<file path="config.mk">
export PLATFORM = sky130hd
export DESIGN_NAME = pattern_serializer
export DESIGN_NICKNAME = d
export VERILOG_FILES = /design/src/rtl/pattern_serializer.sv
export SDC_FILE = /design/constraint.sdc
export NUM_CORES = 1
export LEC_CHECK = 0
export ABC_AREA = 1
export CAP_MARGIN = 20
export CORE_ASPECT_RATIO = 0.9
export CORE_MARGIN = 3
export CORE_UTILIZATION = 55
export CTS_BUF_LIST = sky130_fd_sc_hd__clkbuf_16
export DETAILED_ROUTE_END_ITERATION = 8
export PLACE_DENSITY_LB_ADDON = 0.1
export SLEW_MARGIN = 0
export SYNTH_ARGS = -nofsm -noshare
export SYNTH_HDL_FRONTEND = slang
export SYNTH_SLANG_ARGS = --single-unit
</file>
<file path="constraint.sdc">
create_clock -name clk -period 3.9 [get_ports clk]
set_input_delay 0.585 -clock clk [delete_from_list [all_inputs] [get_ports clk]]
set_output_delay 0.585 -clock clk [all_outputs]
set_load 0.02 [all_outputs]
</file>
<file path="src/rtl/pattern_serializer.sv">
// -----------------------------------------------------------------------------
// pattern_serializer
//
// Accepts parallel words through a valid/ready handshake into a one-word
// holding register, then shifts each word out one bit per un-held cycle on
// d_out/valid_out. The serial stream is intended to feed a pattern
// detector's d_in/valid_in pair. A word waiting in the holding register is
// loaded as soon as the previous word's last bit leaves, so consecutive
// words form a gap-free stream.
//
// Parameters
//   WIDTH      parallel word width (2..32)
//   MSB_FIRST  1: bit WIDTH-1 leaves first, 0: bit 0 leaves first
//
// Ports
//   clk         single clock, rising-edge active
//   reset       asynchronous, active-high reset
//   data_in     parallel word from upstream
//   data_valid  data_in holds a word
//   data_ready  holding register is empty and can take a word this cycle
//   hold        pauses the serial output while high
//   d_out       serial data bit (0 when idle)
//   valid_out   qualifies d_out
//   busy        a word is held or being shifted
// -----------------------------------------------------------------------------
module pattern_serializer #(
    parameter int WIDTH     = 8,
    parameter int MSB_FIRST = 1
) (
    input  logic             clk,
    input  logic             reset,
    input  logic [WIDTH-1:0] data_in,
    input  logic             data_valid,
    output logic             data_ready,
    input  logic             hold,
    output logic             d_out,
    output logic             valid_out,
    output logic             busy
);

    localparam int CNT_W = $clog2(WIDTH);

    localparam logic [CNT_W-1:0] CNT_ZERO = {CNT_W{1'b0}};
    localparam logic [CNT_W-1:0] CNT_ONE  = {{(CNT_W-1){1'b0}}, 1'b1};
    localparam logic [CNT_W-1:0] CNT_LAST = CNT_W'(WIDTH - 1);
    localparam logic [WIDTH-1:0] WORD_ZERO = {WIDTH{1'b0}};

    localparam logic [0:0] ST_IDLE  = 1'b0;
    localparam logic [0:0] ST_SHIFT = 1'b1;

    // State and datapath registers
    logic [0:0]       state_r;
    logic             full_r;
    logic [WIDTH-1:0] hold_word_r;
    logic [WIDTH-1:0] shift_r;
    logic [CNT_W-1:0] cnt_r;

    // Next-state values
    logic [0:0]       state_nxt_s;
    logic             full_nxt_s;
    logic [WIDTH-1:0] hold_word_nxt_s;
    logic [WIDTH-1:0] shift_nxt_s;
    logic [CNT_W-1:0] cnt_nxt_s;

    // Control decodes
    logic             accept_s;
    logic             load_s;
    logic             last_bit_s;
    logic             out_bit_s;
    logic [WIDTH-1:0] shifted_s;

    // Output-end bit and the register after one shift toward that end
    always_comb begin
        if (MSB_FIRST != 0) begin
            out_bit_s = shift_r[WIDTH-1];
            shifted_s = {shift_r[WIDTH-2:0], 1'b0};
        end else begin
            out_bit_s = shift_r[0];
            shifted_s = {1'b0, shift_r[WIDTH-1:1]};
        end
    end

    // Handshake and move decodes. Acceptance needs the full flag clear and a
    // move needs it set, so the two can never fire in the same cycle.
    always_comb begin
        accept_s   = data_valid & ~full_r;
        last_bit_s = (cnt_r == CNT_LAST);
        load_s     = 1'b0;
        case (state_r)
            ST_IDLE: begin
                // An idle block loads a held word even while hold is high;
                // the hold only gates the shifting that follows.
                load_s = full_r;
            end
            ST_SHIFT: begin
                load_s = full_r & ~hold & last_bit_s;
            end
            default: begin
                load_s = 1'b0;
            end
        endcase
    end

    // Holding register and full flag next values
    always_comb begin
        full_nxt_s      = full_r;
        hold_word_nxt_s = hold_word_r;
        if (load_s) begin
            full_nxt_s = 1'b0;
        end else if (accept_s) begin
            full_nxt_s      = 1'b1;
            hold_word_nxt_s = data_in;
        end else begin
            full_nxt_s      = full_r;
            hold_word_nxt_s = hold_word_r;
        end
    end

    // Shift register, bit counter and state next values
    always_comb begin
        state_nxt_s = state_r;
        shift_nxt_s = shift_r;
        cnt_nxt_s   = cnt_r;
        case (state_r)
            ST_IDLE: begin
                if (load_s) begin
                    state_nxt_s = ST_SHIFT;
                    shift_nxt_s = hold_word_r;
                    cnt_nxt_s   = CNT_ZERO;
                end else begin
                    state_nxt_s = ST_IDLE;
                end
            end
            ST_SHIFT: begin
                if (hold) begin
                    // Everything frozen so no bit is dropped or repeated.
                    state_nxt_s = ST_SHIFT;
                end else if (last_bit_s) begin
                    if (full_r) begin
                        // Chain straight into the next word: no idle cycle.
                        state_nxt_s = ST_SHIFT;
                        shift_nxt_s = hold_word_r;
                        cnt_nxt_s   = CNT_ZERO;
                    end else begin
                        state_nxt_s = ST_IDLE;
                        shift_nxt_s = WORD_ZERO;
                        cnt_nxt_s   = CNT_ZERO;
                    end
                end else begin
                    state_nxt_s = ST_SHIFT;
                    shift_nxt_s = shifted_s;
                    cnt_nxt_s   = cnt_r + CNT_ONE;
                end
            end
            default: begin
                state_nxt_s = ST_IDLE;
                shift_nxt_s = WORD_ZERO;
                cnt_nxt_s   = CNT_ZERO;
            end
        endcase
    end

    // Holding register and full flag; reset discards any held word at once
    always_ff @(posedge clk or posedge reset) begin
        if (reset) begin
            full_r      <= 1'b0;
            hold_word_r <= WORD_ZERO;
        end else begin
            full_r      <= full_nxt_s;
            hold_word_r <= hold_word_nxt_s;
        end
    end

    // Shift path state; reset discards the word in flight at once
    always_ff @(posedge clk or posedge reset) begin
        if (reset) begin
            state_r <= ST_IDLE;
            shift_r <= WORD_ZERO;
            cnt_r   <= CNT_ZERO;
        end else begin
            state_r <= state_nxt_s;
            shift_r <= shift_nxt_s;
            cnt_r   <= cnt_nxt_s;
        end
    end

    // Output decode. data_ready comes only from the full flag (masked during
    // reset so it reads 0 while reset is held); valid_out follows hold in the
    // same cycle so the downstream detector never sees a frozen bit twice.
    always_comb begin
        data_ready = ~full_r & ~reset;
        busy       = (state_r == ST_SHIFT) | full_r;
        if (state_r == ST_SHIFT) begin
            d_out     = out_bit_s;
            valid_out = ~hold;
        end else begin
            d_out     = 1'b0;
            valid_out = 1'b0;
        end
    end

endmodule

</file>
==> impl_metrics.csv <==
group,metric,value,unit
pwr,p_total,0.788,mW
run_status,status,"complete, no violations",
yosys,synthCells,129,
yosys,yosysSeqAreaShare,0.515,
global_route,grtUsageTotal,0.183,
setup_path,cp_data_required_time,3.31,ns
clock_tree,cts_resized,0,
global_route,busiest_layer,"met2",
yosys,synth_seq_cells,21,
route,drt_iter0_markers,35,
setup_path,worstSetupStartpointType,"input port",
setup_path,cp-end-kind,"output port",
yosys,synthDistinctLibCells,14,
yosys,syn_nets,144,
global_route,antenna_found_initial,0,
clock_tree,cts.sinks,21,
setup_path,cp.arrival,2.12,ns
route,wl,1910,um
clock_tree,cts_tree,"yes",
clock_tree,cts_buffers,3,
yosys,synth_top_family_by_area,"simple AND/OR/NAND/NOR gates",
global_route,grt_use_met3,0.0190,
cells_and_area,drive_gt1_frac,0.0490,
setup_path,crit_type,"in -> out",
cells_and_area,finalCoreUtilization,0.731,
setup_path,r2r_cells,7,
yosys,synth_compound_area_frac,0.0306,
global_route,grt_util_met1,0.237,
global_route,grt_pass1_vias,722,
floorplan,die-height,46.9,um
cells_and_area,design_area,1250,sq um
global_route,overflow,0,
yosys,avgSynthCellArea,7.91,sq um
route,vias_per_cell,5.02,
yosys,synth_most_common_cell,"nand2_1",
yosys,synthTopCellsByArea,"dfrtp_1, nand2_1, nand3_1, ha_1, inv_1",
yosys,yosys.area.top_type_share,0.515,
global_route,grt_max_degree,22,
yosys,synth_fa_ha_area_frac,0.0368,
yosys,synth-edff-count,0,
sta,setup_viol,0,
setup_path,reg2reg_from,"cnt_r[0]",
sta,final_hold_viol_count,0,
route,drtAntennaViolNets,0,
clock_tree,clk_latency,0.25,ns
route,drt-pass1-iter-count,4,
floorplan,rows,14,
clock_tree,clockBufferDepth,2,
yosys,yosys.area.top_type,"dfrtp_1",
yosys,synth_xor_area_frac,0,
sta,relSlewSlack,0.488,
min_path,min_to,"hold_word_r[3]",
sta,rsz0062_at_grt,"false",
yosys,synth_flop_cell,"dfrtp_1",
yosys,synth_mux_area_frac,0,
placement,port_buffers,15,
cells_and_area,area_delta_synth_final,22.9,%
floorplan,die_area,2410,sq um
placement,dp_hpwl,1420,um
sta,layout_worst_path_cycle_share,0.694,
min_path,worstHoldPathCells,2,
cells_and_area,antenna_cells,0,
setup_path,critPathMaxFanout,13,
global_route,grt_pass1_wl,3260,um
sta,finClkSkew,0.000873,ns
clock_tree,clkTransAtPathRegs,0.06,ns
route,vias,838,
pwr,p_leak,0.692,nW
sta,slew_viol_final,0,
pwr,ir_drop,0.442,mV
route,drt-wirelength-per-cell,11.4,um
cells_and_area,final_nets,159,
clock_tree,post_cts_buffers,0,
cells_and_area,fill_cells,138,
yosys,ys_async_sr_fraction,1.00,
clock_tree,cts_root_buf,"clkbuf_16",
floorplan,coreArea,1720,sq um
yosys,synth_top_cells_by_count,"nand2_1, nand3_1, dfrtp_1",
sta,fmax,0.369,GHz
yosys,synth_area,1020,sq um
floorplan,io-pin-count,16,
setup_path,r2r_end,"shift_r[3]",
setup_path,reg2reg_slack,2.30,ns
sta,fin_tns_setup,0,ns
route,drc,0,
placement,postPlaceCellArea,1180,sq um
floorplan,start_util,0.595,
clock_tree,h-tree-depth,1,
global_route,grt_use_met2,0.312,
min_path,min_path_type,"reg -> reg",
clock_tree,hold_buffers,0,
yosys,synth_simple_gate_area_frac,0.364,
floorplan,die_w,51.4,um
yosys,yosysWarningCount,0,
run,drv_cap,0,
placement,place_congestion,0.814,
pwr,power_density,628,nW/um^2
sta,tightest_slew,0.767,ns
sta,min_period,2.71,ns
min_path,min_from,"hold_word_r[3]",
==> power by group <==
| part | switching, mW | leakage [nW] | total (mW) | internal (mW) |
|---|---|---|---|---|
| Clock | 0.0785 | 0.0423 | 0.215 | 0.137 |
| Sequential | 0.0545 | 0.265 | 0.357 | 0.302 |
| Combinational | 0.123 | 0.385 | 0.216 | 0.0928 |
==> layer usage <==
layer  share of wire  wire (um)  vias up
li1                -          -      440
met1            0.47        888      373
met2            0.48        911       21
met3           0.040         77        4
met4           0.015         28        0
met5               0          0        -
==> kinds of logic after synthesis <==
kind of cell | after synthesis
compound gates | 4
fa+ha+maj | 3
buf+inv | 13
flops | 21
simple gates | 88
==> sequential cells by signal, summed over array words and instances, names as in the netlist <==
name	flops
hold_word_r	8
shift_r	8
cnt_r	3
full_r	1
state_r	1
==> layout make-up <==
type | instances | area, sq um | share of cell area
Sequential cell | 21 | 526 | 0.419
Clock buffer | 3 | 75.1 | 0.0598
Tap cell | 24 | 30.0 | 0.0239
Clock inverter | 1 | 3.75 | 0.00299
Timing Repair Buffer | 15 | 150 | 0.120
Inverter | 8 | 30.0 | 0.0239
Multi-Input combinational cell | 95 | 440 | 0.351
==> cells in the final DEF, fill, tap and decap left out <==
cell type / count
nand2_1: 57
inv_2: 1
dfrtp_1: 21
clkdlybuf4s50_1: 15
a21oi_4: 1
or2_2: 1
o21ai_0: 2
ha_1: 3
nand2_2: 1
nor2_1: 1
nand4_1: 1
inv_1: 8
o21ai_1: 1
nand3_1: 27
clkbuf_16: 3
==> through the flow <==
| stage | std cells | hold slack [ns] | setup WS (ns) |
|---|---|---|---|
| floorplan | 129 | 0.442 | 2.45 |
| global placement | 163 | 0.459 | 1.22 |
| detailed placement | 163 | 0.463 | 1.20 |
| CTS | 167 | 0.478 | 1.19 |
| global route | 167 | 0.497 | 1.10 |
| finish | 167 | 0.477 | 1.19 |
==> worst max path at each step <==
stage / startpoint / endpoint / slack, ns / depth (start not counted)
after floorplan: reset / data_ready / 2.45 / 1
after global placement: hold / valid_out / 1.22 / 5
after detailed placement: hold / valid_out / 1.20 / 5
after CTS: hold / valid_out / 1.19 / 5
after global routing: hold / valid_out / 1.10 / 5
final: hold / valid_out / 1.19 / 5
==> worst max-delay path, stage by stage <==
cell	delay, ns
clkdlybuf4s50_1	0.44
inv_1	0.06
nand2_1	0.22
inv_1	0.19
clkdlybuf4s50_1	0.63
(Power assumes the default switching activity.)
